<file path="config.mk">
export PLATFORM = sky130hd
export DESIGN_NAME = lcd_arbiter
export DESIGN_NICKNAME = d
export VERILOG_FILES = /design/src/rtl/lcd_arbiter.sv
export SDC_FILE = /design/constraint.sdc
export NUM_CORES = 1
export LEC_CHECK = 0
export BUFFER_PORTS_ARGS = -buffer_cell sky130_fd_sc_hd__buf_2
export CAP_MARGIN = 40
export CELL_PAD_IN_SITES_DETAIL_PLACEMENT = 1
export CELL_PAD_IN_SITES_GLOBAL_PLACEMENT = 2
export CORE_MARGIN = 2
export CORE_UTILIZATION = 32
export DETAILED_ROUTE_END_ITERATION = 7
export MAX_ROUTING_LAYER = met4
export PLACE_DENSITY = 0.88
export SLEW_MARGIN = 20
export SYNTH_ARGS = -nofsm -noshare
export SYNTH_HDL_FRONTEND = slang
export SYNTH_SLANG_ARGS = --single-unit
</file>
<file path="constraint.sdc">
create_clock -name iCLK -period 2.96 [get_ports iCLK]
set_input_delay 0.148 -clock iCLK [delete_from_list [all_inputs] [get_ports iCLK]]
set_output_delay 0.148 -clock iCLK [all_outputs]
set_load 0.05 [all_outputs]
</file>
<file path="src/rtl/lcd_arbiter.sv">
// Round-robin arbiter sharing one lcd_controller among N_REQ sources, with
// post-write settle delay (longer for clear/home) and per-requester bus lock.
module lcd_arbiter #(
   parameter int unsigned N_REQ          = 4,
   parameter int unsigned DLY_CYCLES     = 2000,
   parameter int unsigned CLR_DLY_CYCLES = 82000
) (
   input  logic               iCLK,
   input  logic               iRST_N,
   input  logic [N_REQ-1:0]   iREQ,
   input  logic [9*N_REQ-1:0] iREQ_DATA,
   input  logic [N_REQ-1:0]   iLOCK,
   output logic [N_REQ-1:0]   oACK,
   output logic [2:0]         oOWNER,
   output logic               oBUSY,
   output logic [7:0]         oLCD_DATA,
   output logic               oLCD_RS,
   output logic               oLCD_START,
   input  logic               iLCD_DONE
);

   localparam int unsigned MAX_DLY = (DLY_CYCLES > CLR_DLY_CYCLES) ? DLY_CYCLES : CLR_DLY_CYCLES;
   localparam int unsigned CW      = (MAX_DLY < 1) ? 1 : $clog2(MAX_DLY + 1);
   localparam logic [CW-1:0] DLY_L = CW'(DLY_CYCLES);
   localparam logic [CW-1:0] CLR_L = CW'(CLR_DLY_CYCLES);

   typedef enum logic [1:0] {IDLE, WAIT_DONE, SETTLE, ACK} state_t;

   state_t          state;
   logic [CW-1:0]   cnt;
   logic            hold;
   logic [2:0]      rr_ptr;
   logic [7:0]      req_ext;
   logic [7:0]      lock_ext;
   logic            found;
   logic [2:0]      win;
   logic [2:0]      idx;
   logic            locked;
   logic            gnt_valid;
   logic [2:0]      gnt_idx;
   logic [8:0]      word;
   logic [N_REQ-1:0] ack_vec;
   logic            is_clr;

   assign req_ext  = 8'(iREQ);
   assign lock_ext = 8'(iLOCK);
   assign is_clr   = !oLCD_RS && (oLCD_DATA[7:2] == 6'd0);

   // rr_ptr is the first index searched, so reset gives requester 0 top priority
   always_comb begin
      found = 1'b0;
      win   = '0;
      idx   = '0;
      for (int unsigned k = 0; k < N_REQ; k++) begin
         idx = 3'((32'(rr_ptr) + k) % N_REQ);
         if (!found && req_ext[idx]) begin
            found = 1'b1;
            win   = idx;
         end
      end
   end

   always_comb begin
      locked    = hold && lock_ext[oOWNER];
      gnt_valid = locked ? req_ext[oOWNER] : found;
      gnt_idx   = locked ? oOWNER : win;
      word      = '0;
      ack_vec   = '0;
      for (int unsigned i = 0; i < N_REQ; i++) begin
         if (gnt_idx == 3'(i)) word = iREQ_DATA[9*i +: 9];
         ack_vec[i] = (oOWNER == 3'(i));
      end
   end

   always_ff @(posedge iCLK or negedge iRST_N) begin
      if (!iRST_N) begin
         state      <= IDLE;
         cnt        <= '0;
         hold       <= 1'b0;
         rr_ptr     <= '0;
         oACK       <= '0;
         oOWNER     <= '0;
         oBUSY      <= 1'b0;
         oLCD_DATA  <= '0;
         oLCD_RS    <= 1'b0;
         oLCD_START <= 1'b0;
      end else begin
         oACK <= '0;
         case (state)
            IDLE: begin
               // lock released in IDLE: clear hold and arbitrate on this same edge
               if (!locked) hold <= 1'b0;
               if (gnt_valid) begin
                  oOWNER     <= gnt_idx;
                  oLCD_RS    <= word[8];
                  oLCD_DATA  <= word[7:0];
                  oLCD_START <= 1'b1;
                  oBUSY      <= 1'b1;
                  rr_ptr     <= 3'((32'(gnt_idx) + 1) % N_REQ);
                  state      <= WAIT_DONE;
               end
            end
            WAIT_DONE: begin
               if (iLCD_DONE) begin
                  oLCD_START <= 1'b0;
                  cnt        <= is_clr ? CLR_L : DLY_L;
                  state      <= SETTLE;
               end
            end
            SETTLE: begin
               if (cnt <= CW'(1)) begin
                  cnt   <= '0;
                  oACK  <= ack_vec;
                  state <= ACK;
               end else begin
                  cnt <= cnt - CW'(1);
               end
            end
            ACK: begin
               hold  <= lock_ext[oOWNER];
               oBUSY <= 1'b0;
               state <= IDLE;
            end
            default: state <= IDLE;
         endcase
      end
   end

endmodule
</file>
==> impl_metrics.py, run 1 <==
metrics = {
    "synthesis": {
        "avgSynthCellArea_sq_um": 9.43,
        "muxShareOfSynthArea": 0.0505,
        "yosys.area.top_type_share": 0.385,
        "synth_edf_count": 0,
        "syn-num-nets": 333,
        "synth-compound-area-share": 0.259,
        "synth_common_cells": "40 x dfrtp_1, 27 x o21ai_0, 21 x nor3_1, 20 x a21oi_1, 20 x nand2_1",
        "ys_async_sr_fraction": 1.00,
        "syn_inst": 276,
        "synth_top_area_cell": "dfrtp_1",
        "synth_fa_ha_area_frac": 0.0481,
        "synthSimpleGateAreaFrac": 0.207,
        "yosys.cell_count.top_type": "dfrtp_1",
        "syn_area_sq_um": 2600,
        "ys_ff_latch": 40,
        "synth_area_leaders": "dfrtp_1 38%, o21ai_0 5.2%, ha_1 4.8%",
        "synth-warning-count": 0,
        "synth_flop_cell": "dfrtp_1",
        "ys_types": 59,
        "synth_top_family_by_area": "compound AO/OA/AOI/OAI gates",
        "yosysSeqAreaShare": 0.385,
        "synthXorXnorAreaFrac": 0.00337,
    },
    "pwr": {
        "total_power_mw": 3.48,
        "power_leakage_nw": 1.41,
        "ir_drop_mv": 0.364,
        "powerDensity_nw_per_um2": 1110,
        "seqPwrFrac": 0.282,
        "p_switching_mw": 1.73,
        "p_int_mw": 1.74,
        "combPwrFrac": 0.619,
        "pwr-share-clk": 0.100,
        "swShare": 0.499,
    },
    "floorplanning": {
        "die_area_sq_um": 8870,
        "io_pins": 65,
        "start_util": 0.333,
        "core_sq_um": 7810,
        "die_w_um": 94.2,
        "rows": 32,
        "die_h_um": 94.2,
    },
    "timing": {
        "setup_viol": 0,
        "drv_slew": 0,
        "layout_min_cycle_time_ns": 2.63,
        "max_freq_ghz": 0.380,
        "fin_setup_tns_ns": 0,
        "tightest_slew_ns": 0.595,
        "clock-skew-final_ns": 0.00900,
        "relSlewSlack": 0.604,
        "fin_crit_sh": 0.888,
        "rsz0062_at_grt": "false",
        "hold_violations": 0,
    },
    "critical_path": {
        "cp.arrival_ns": 2.82,
        "regToRegStartpoint": "oOWNER[1]",
        "r2r_cells": 10,
        "crit_path_max_fanout": 9,
        "critPathKind": "flop to flop",
        "worstSetupStartpointType": "flop",
        "r2r-end": "oLCD_DATA[6]",
        "cp_data_required_time_ns": 3.15,
        "setup.worst_path.end_class": "flop",
        "reg2reg_slack_ns": 0.33,
    },
    "clocking": {
        "numCtsBuffers": 5,
        "clk_pin_slew_ns": 0.07,
        "cts.sinks": 40,
        "htree_levels": 2,
        "cts_root_buf": "clkbuf_8",
        "clock_path_buffers": 2,
        "clk_latency_ns": 0.29,
        "cts_tree": "yes",
    },
    "min_path": {
        "min_from": "iREQ_DATA[28]",
        "holdPathStages": 3,
        "min_to": "oLCD_DATA[1]",
        "hold_class": "input port to flop",
    },
    "cells_and_area": {
        "syn_to_final_growth_pct": 20.1,
        "drive_gt1_frac": 0.287,
        "num_antenna_cells": 0,
        "final_nets": 398,
    },
    "route": {
        "wl_per_cell_um": 15.8,
        "routed_wl_mm": 7.00,
        "drtPass1Iterations": 4,
        "routed_via_density": 5.30,
        "vias": 2348,
        "antenna_left": 0,
        "drc": 0,
        "drt_iter0_drc": 78,
    },
    "placement": {
        "hpwl_mm": 5.49,
        "portBuffers": 64,
        "gp_congestion": 0.804,
    },
    "global_route": {
        "grt_pass1_wl_mm": 12.0,
        "grt_antenna_before_repair": 0,
        "grt_use_total": 0.173,
        "grt_overflow": 0,
        "grt_max_degree": 23,
        "grt_pass1_vias": 2495,
    },
    "outcome": {
        "status": "finished, final reports clean",
    },
    "flow_run": {
        "drv_cap": 0,
    },
}
-- layer usage --
| metal | share of wire | track usage | routed length [um] |
|---|---|---|---|
| met5 | 0 | - | 0 |
| met4 | 0.010 | 0.0411 | 71 |
| met3 | 0.056 | 0.0377 | 394 |
| met2 | 0.46 | 0.268 | 3190 |
| met1 | 0.48 | 0.231 | 3340 |
-- power by group through the flow --
stage	Sequential [mW]	Combinational [mW]	Clock, mW
final	0.980	2.15	0.346
after floorplan	1.19	1.43	0
after detailed placement	0.986	2.17	0
after global placement	0.977	2.09	0
after CTS	0.979	2.18	0.358
after global routing	1.02	2.42	0.375
-- placed cells by master, fill, tap and decap left out, drive strengths merged, types with 4 or more instances in the layout --
master / synthesis / final
buf: 6 / 70
dfrtp: 40 / 40
o21ai: 28 / 28
nor3: 21 / 21
a21oi: 21 / 21
nand2: 21 / 21
nor2: 15 / 15
inv: 12 / 12
nor2b: 12 / 12
ha: 10 / 10
a221oi: 10 / 10
a31oi: 6 / 6
clkbuf: 7 / 6
mux2i: 6 / 6
nor4: 6 / 6
a21o: 4 / 4
-- logic make-up after synthesis --
family,count (synthesis)
buffers and inverters,25
adder cells (fa/ha/maj),10
AND/OR/NAND/NOR,98
multiplexers,10
XOR/XNOR,1
AO/OA/AOI/OAI,92
flip-flops,40
-- registers in the layout (all words and copies together) (netlist names) --
signal / cells
cnt: 17
hold: 1
oACK: 4
oBUSY: 1
oLCD_DATA: 8
oLCD_RS: 1
oLCD_START: 1
oOWNER: 3
rr_ptr: 2
state: 2
-- worst max path at each step --
stage | from | to | slack (ns) | depth (start not counted)
after detailed placement | oOWNER[1] | oLCD_DATA[6] | 0.13 | 10
after CTS | oOWNER[1] | oLCD_DATA[6] | 0.11 | 10
after floorplan | oOWNER[0] | oLCD_DATA[3] | 0.07 | 13
after global routing | oOWNER[1] | oLCD_DATA[5] | 0.09 | 10
after global placement | oOWNER[1] | oLCD_DATA[7] | 0.22 | 10
final | oOWNER[1] | oLCD_DATA[6] | 0.33 | 10
-- stage by stage --
stage | utilization | setup slack, ns | hold slack (ns) | area (sq um) | cells
floorplan | - | 0.0718 | -0.148 | 2600 | 276
global placement | 0.385 | 0.220 | 0.340 | 3010 | 434
detailed placement | 0.389 | 0.129 | 0.136 | 3040 | 435
CTS | 0.400 | 0.115 | 0.146 | 3120 | 443
global route | 0.400 | 0.0928 | 0.169 | 3130 | 443
finish | 0.400 | 0.332 | 0.144 | 3130 | 443
-- layout make-up --
class | count | area (sq um)
Clock buffer | 6 | 72.6
Inverter | 12 | 45.0
Tap cell | 102 | 128
Clock inverter | 1 | 5.00
Timing Repair Buffer | 71 | 395
Fill cell | 940 | 4680
Multi-Input combinational cell | 211 | 1480
Sequential cell | 40 | 1000
-- worst max-delay path, stage by stage, from the launching register on --
cell      delay, ns
dfrtp_1        0.47
or3b_4         0.46
o22a_4         0.24
a21o_1         0.20
inv_1          0.11
ha_1           0.15
nor2b_2        0.34
a221oi_1       0.13
nor3_1         0.16
a21oi_1        0.05
o21ai_0        0.21
-- timing repair --
item,4_1_cts,5_1_grt
endpoints found under the hold margin,18,0
hold buffers,1,0
setup endpoints to repair,0,9
resized for setup,0,1
setup buffers,0,0
(Power assumes the default switching activity.)
==> run 2: changes to the inputs <==
--- a/config.mk
+++ b/config.mk
@@ -9,7 +9,6 @@
 export CAP_MARGIN = 40
 export CELL_PAD_IN_SITES_DETAIL_PLACEMENT = 1
 export CELL_PAD_IN_SITES_GLOBAL_PLACEMENT = 2
-export CORE_MARGIN = 2
 export CORE_UTILIZATION = 32
 export DETAILED_ROUTE_END_ITERATION = 7
 export MAX_ROUTING_LAYER = met4
==> run 2 against run 1 <==
Against the previous run: sequential cell count unchanged; core utilization up 0.16 points; critical path depth unchanged; clock-buffer cell count up 2; via count down 0.64%; critical path type unchanged; critical endpoint is now oLCD_DATA[5]; largest power group unchanged; highest routed layer unchanged.
==> impl_metrics.py, run 2 (synthesis results as in run 1) <==
metrics = {
    "placement": {
        "portBuffers": 64,
        "place_ws_ns": 0.146,
        "gp_congestion": 0.780,
        "hpwl_mm": 5.43,
    },
    "clocking": {
        "cts_root_buf": "clkbuf_8",
        "clk_latency_ns": 0.29,
        "cts.sinks": 40,
        "clock_path_buffers": 2,
        "numCtsBuffers": 5,
        "clk_pin_slew_ns": 0.08,
        "cts_tree": "yes",
        "htree_levels": 2,
    },
    "route": {
        "routed_wl_mm": 7.04,
        "drtPass1Iterations": 4,
        "wl_per_cell_um": 15.9,
        "routed_via_density": 5.25,
        "vias": 2333,
        "antenna_left": 0,
        "drt_iter0_drc": 95,
        "drc": 0,
    },
    "cells_and_area": {
        "syn_to_final_growth_pct": 20.6,
        "layout_commonest_cell": "buf_2",
        "final_nets": 398,
        "regMostFlops": "cnt",
        "fillCellCount": 927,
        "drive_gt1_frac": 0.287,
        "final_cell_mix": "64 x buf_2, 40 x dfrtp_1, 27 x o21ai_0",
        "regArea_sq_um": 1000,
        "multi_input_area_sq_um": 1480,
        "fin_util": 0.402,
        "top_regs": "cnt (17), oLCD_DATA (8), oACK (4)",
        "num_antenna_cells": 0,
        "largest_register_ffs": 17,
    },
    "pwr": {
        "power_leakage_nw": 1.41,
        "powerDensity_nw_per_um2": 1120,
        "ir_drop_mv": 0.507,
    },
    "critical_path": {
        "critPathKind": "flop to flop",
        "cp.arrival_ns": 2.83,
        "crit_path_max_fanout": 18,
        "setup.worst_path.end_class": "flop",
        "worstSetupStartpointType": "flop",
        "cp_data_required_time_ns": 3.13,
    },
    "timing": {
        "setup_viol": 0,
        "drv_slew": 0,
        "layout_min_cycle_time_ns": 2.66,
        "worst_slack_ns": 0.300,
        "relSlewSlack": 0.544,
        "tightest_slew_ns": 0.676,
        "max_freq_ghz": 0.376,
        "rsz0062_at_grt": "false",
        "hold_violations": 0,
        "clock-skew-final_ns": 0.00673,
        "fin_setup_tns_ns": 0,
        "fin_crit_sh": 0.899,
    },
    "global_route": {
        "grt_pass1_vias": 2446,
        "met2_usage": 0.290,
        "grt_use_total": 0.184,
        "top_usage_layer": "met2",
        "grt_antenna_before_repair": 0,
        "use_met1": 0.250,
        "grt_pass1_wl_mm": 12.2,
        "grt_overflow": 0,
        "grt_max_degree": 23,
        "met3_usage": 0.0323,
    },
    "floorplanning": {
        "rows": 32,
        "die_area_sq_um": 8500,
        "io_pins": 65,
        "die_h_um": 92.2,
        "start_util": 0.333,
        "core_sq_um": 7810,
        "die_w_um": 92.2,
    },
    "outcome": {
        "status": "finished, final reports clean",
    },
    "min_path": {
        "hold_class": "input port to flop",
    },
    "flow_run": {
        "drv_cap": 0,
    },
}
## run 2: worst max-delay path: stages (launching register included)
cell	delay [ns]
dfrtp_1	0.48
or3b_4	0.46
o22a_4	0.24
nor2_1	0.09
a21o_1	0.16
inv_1	0.10
ha_1	0.38
a221oi_1	0.30
nor3_1	0.08
a21oi_1	0.16
o21ai_0	0.09
## run 2: final timing paths
kind	from	to	slack, ns	cells after the start
min in group asynchronous	iRST_N	cnt[7]	0.36	2
hold reg to reg	oLCD_DATA[1]	oLCD_DATA[1]	0.49	2
hold / removal	iREQ_DATA[28]	oLCD_DATA[1]	0.15	3
setup / recovery	oOWNER[1]	oLCD_DATA[5]	0.30	10
setup reg to reg	oOWNER[1]	oLCD_DATA[5]	0.30	10
max in group asynchronous	iRST_N	cnt[15]	2.12	3
## run 2: routing by layer
| layer | vias up | wire (um) |
|---|---|---|
| met1 | 1116 | 3420 |
| li1 | 1155 | - |
| met5 | - | 0 |
| met3 | 4 | 297 |
| met2 | 58 | 3290 |
| met4 | 0 | 37 |
## run 2: final cells by class
class	instances	share of cell area
Multi-Input combinational cell	211	0.471
Sequential cell	40	0.319
Timing Repair Buffer	71	0.126
Tap cell	102	0.0407
Clock buffer	8	0.0287
Inverter	12	0.0144
## run 2: what timing repair did
item	CTS	global route
setup buffers	0	0
endpoints found under the hold margin	18	0
gates resized for setup	0	1
setup endpoints to repair	0	9
hold buffers	1	0
## run 2: per-stage QoR
| step | area, sq um | cells | power [mW] | hold slack, ns |
|---|---|---|---|---|
| 2_1_floorplan | 2600 | 276 | 2.62 | -0.148 |
| 3_3_place_gp | 3010 | 434 | 3.07 | 0.346 |
| 3_5_place_dp | 3040 | 435 | 3.15 | 0.143 |
| 4_1_cts | 3140 | 444 | 3.55 | 0.150 |
| 5_1_grt | 3140 | 444 | 3.84 | 0.170 |
| 6_report | 3140 | 444 | 3.52 | 0.154 |
## run 2: power breakdown
part	internal, mW	switching, mW
Combinational	0.833	1.32
Clock	0.190	0.187
Sequential	0.748	0.237
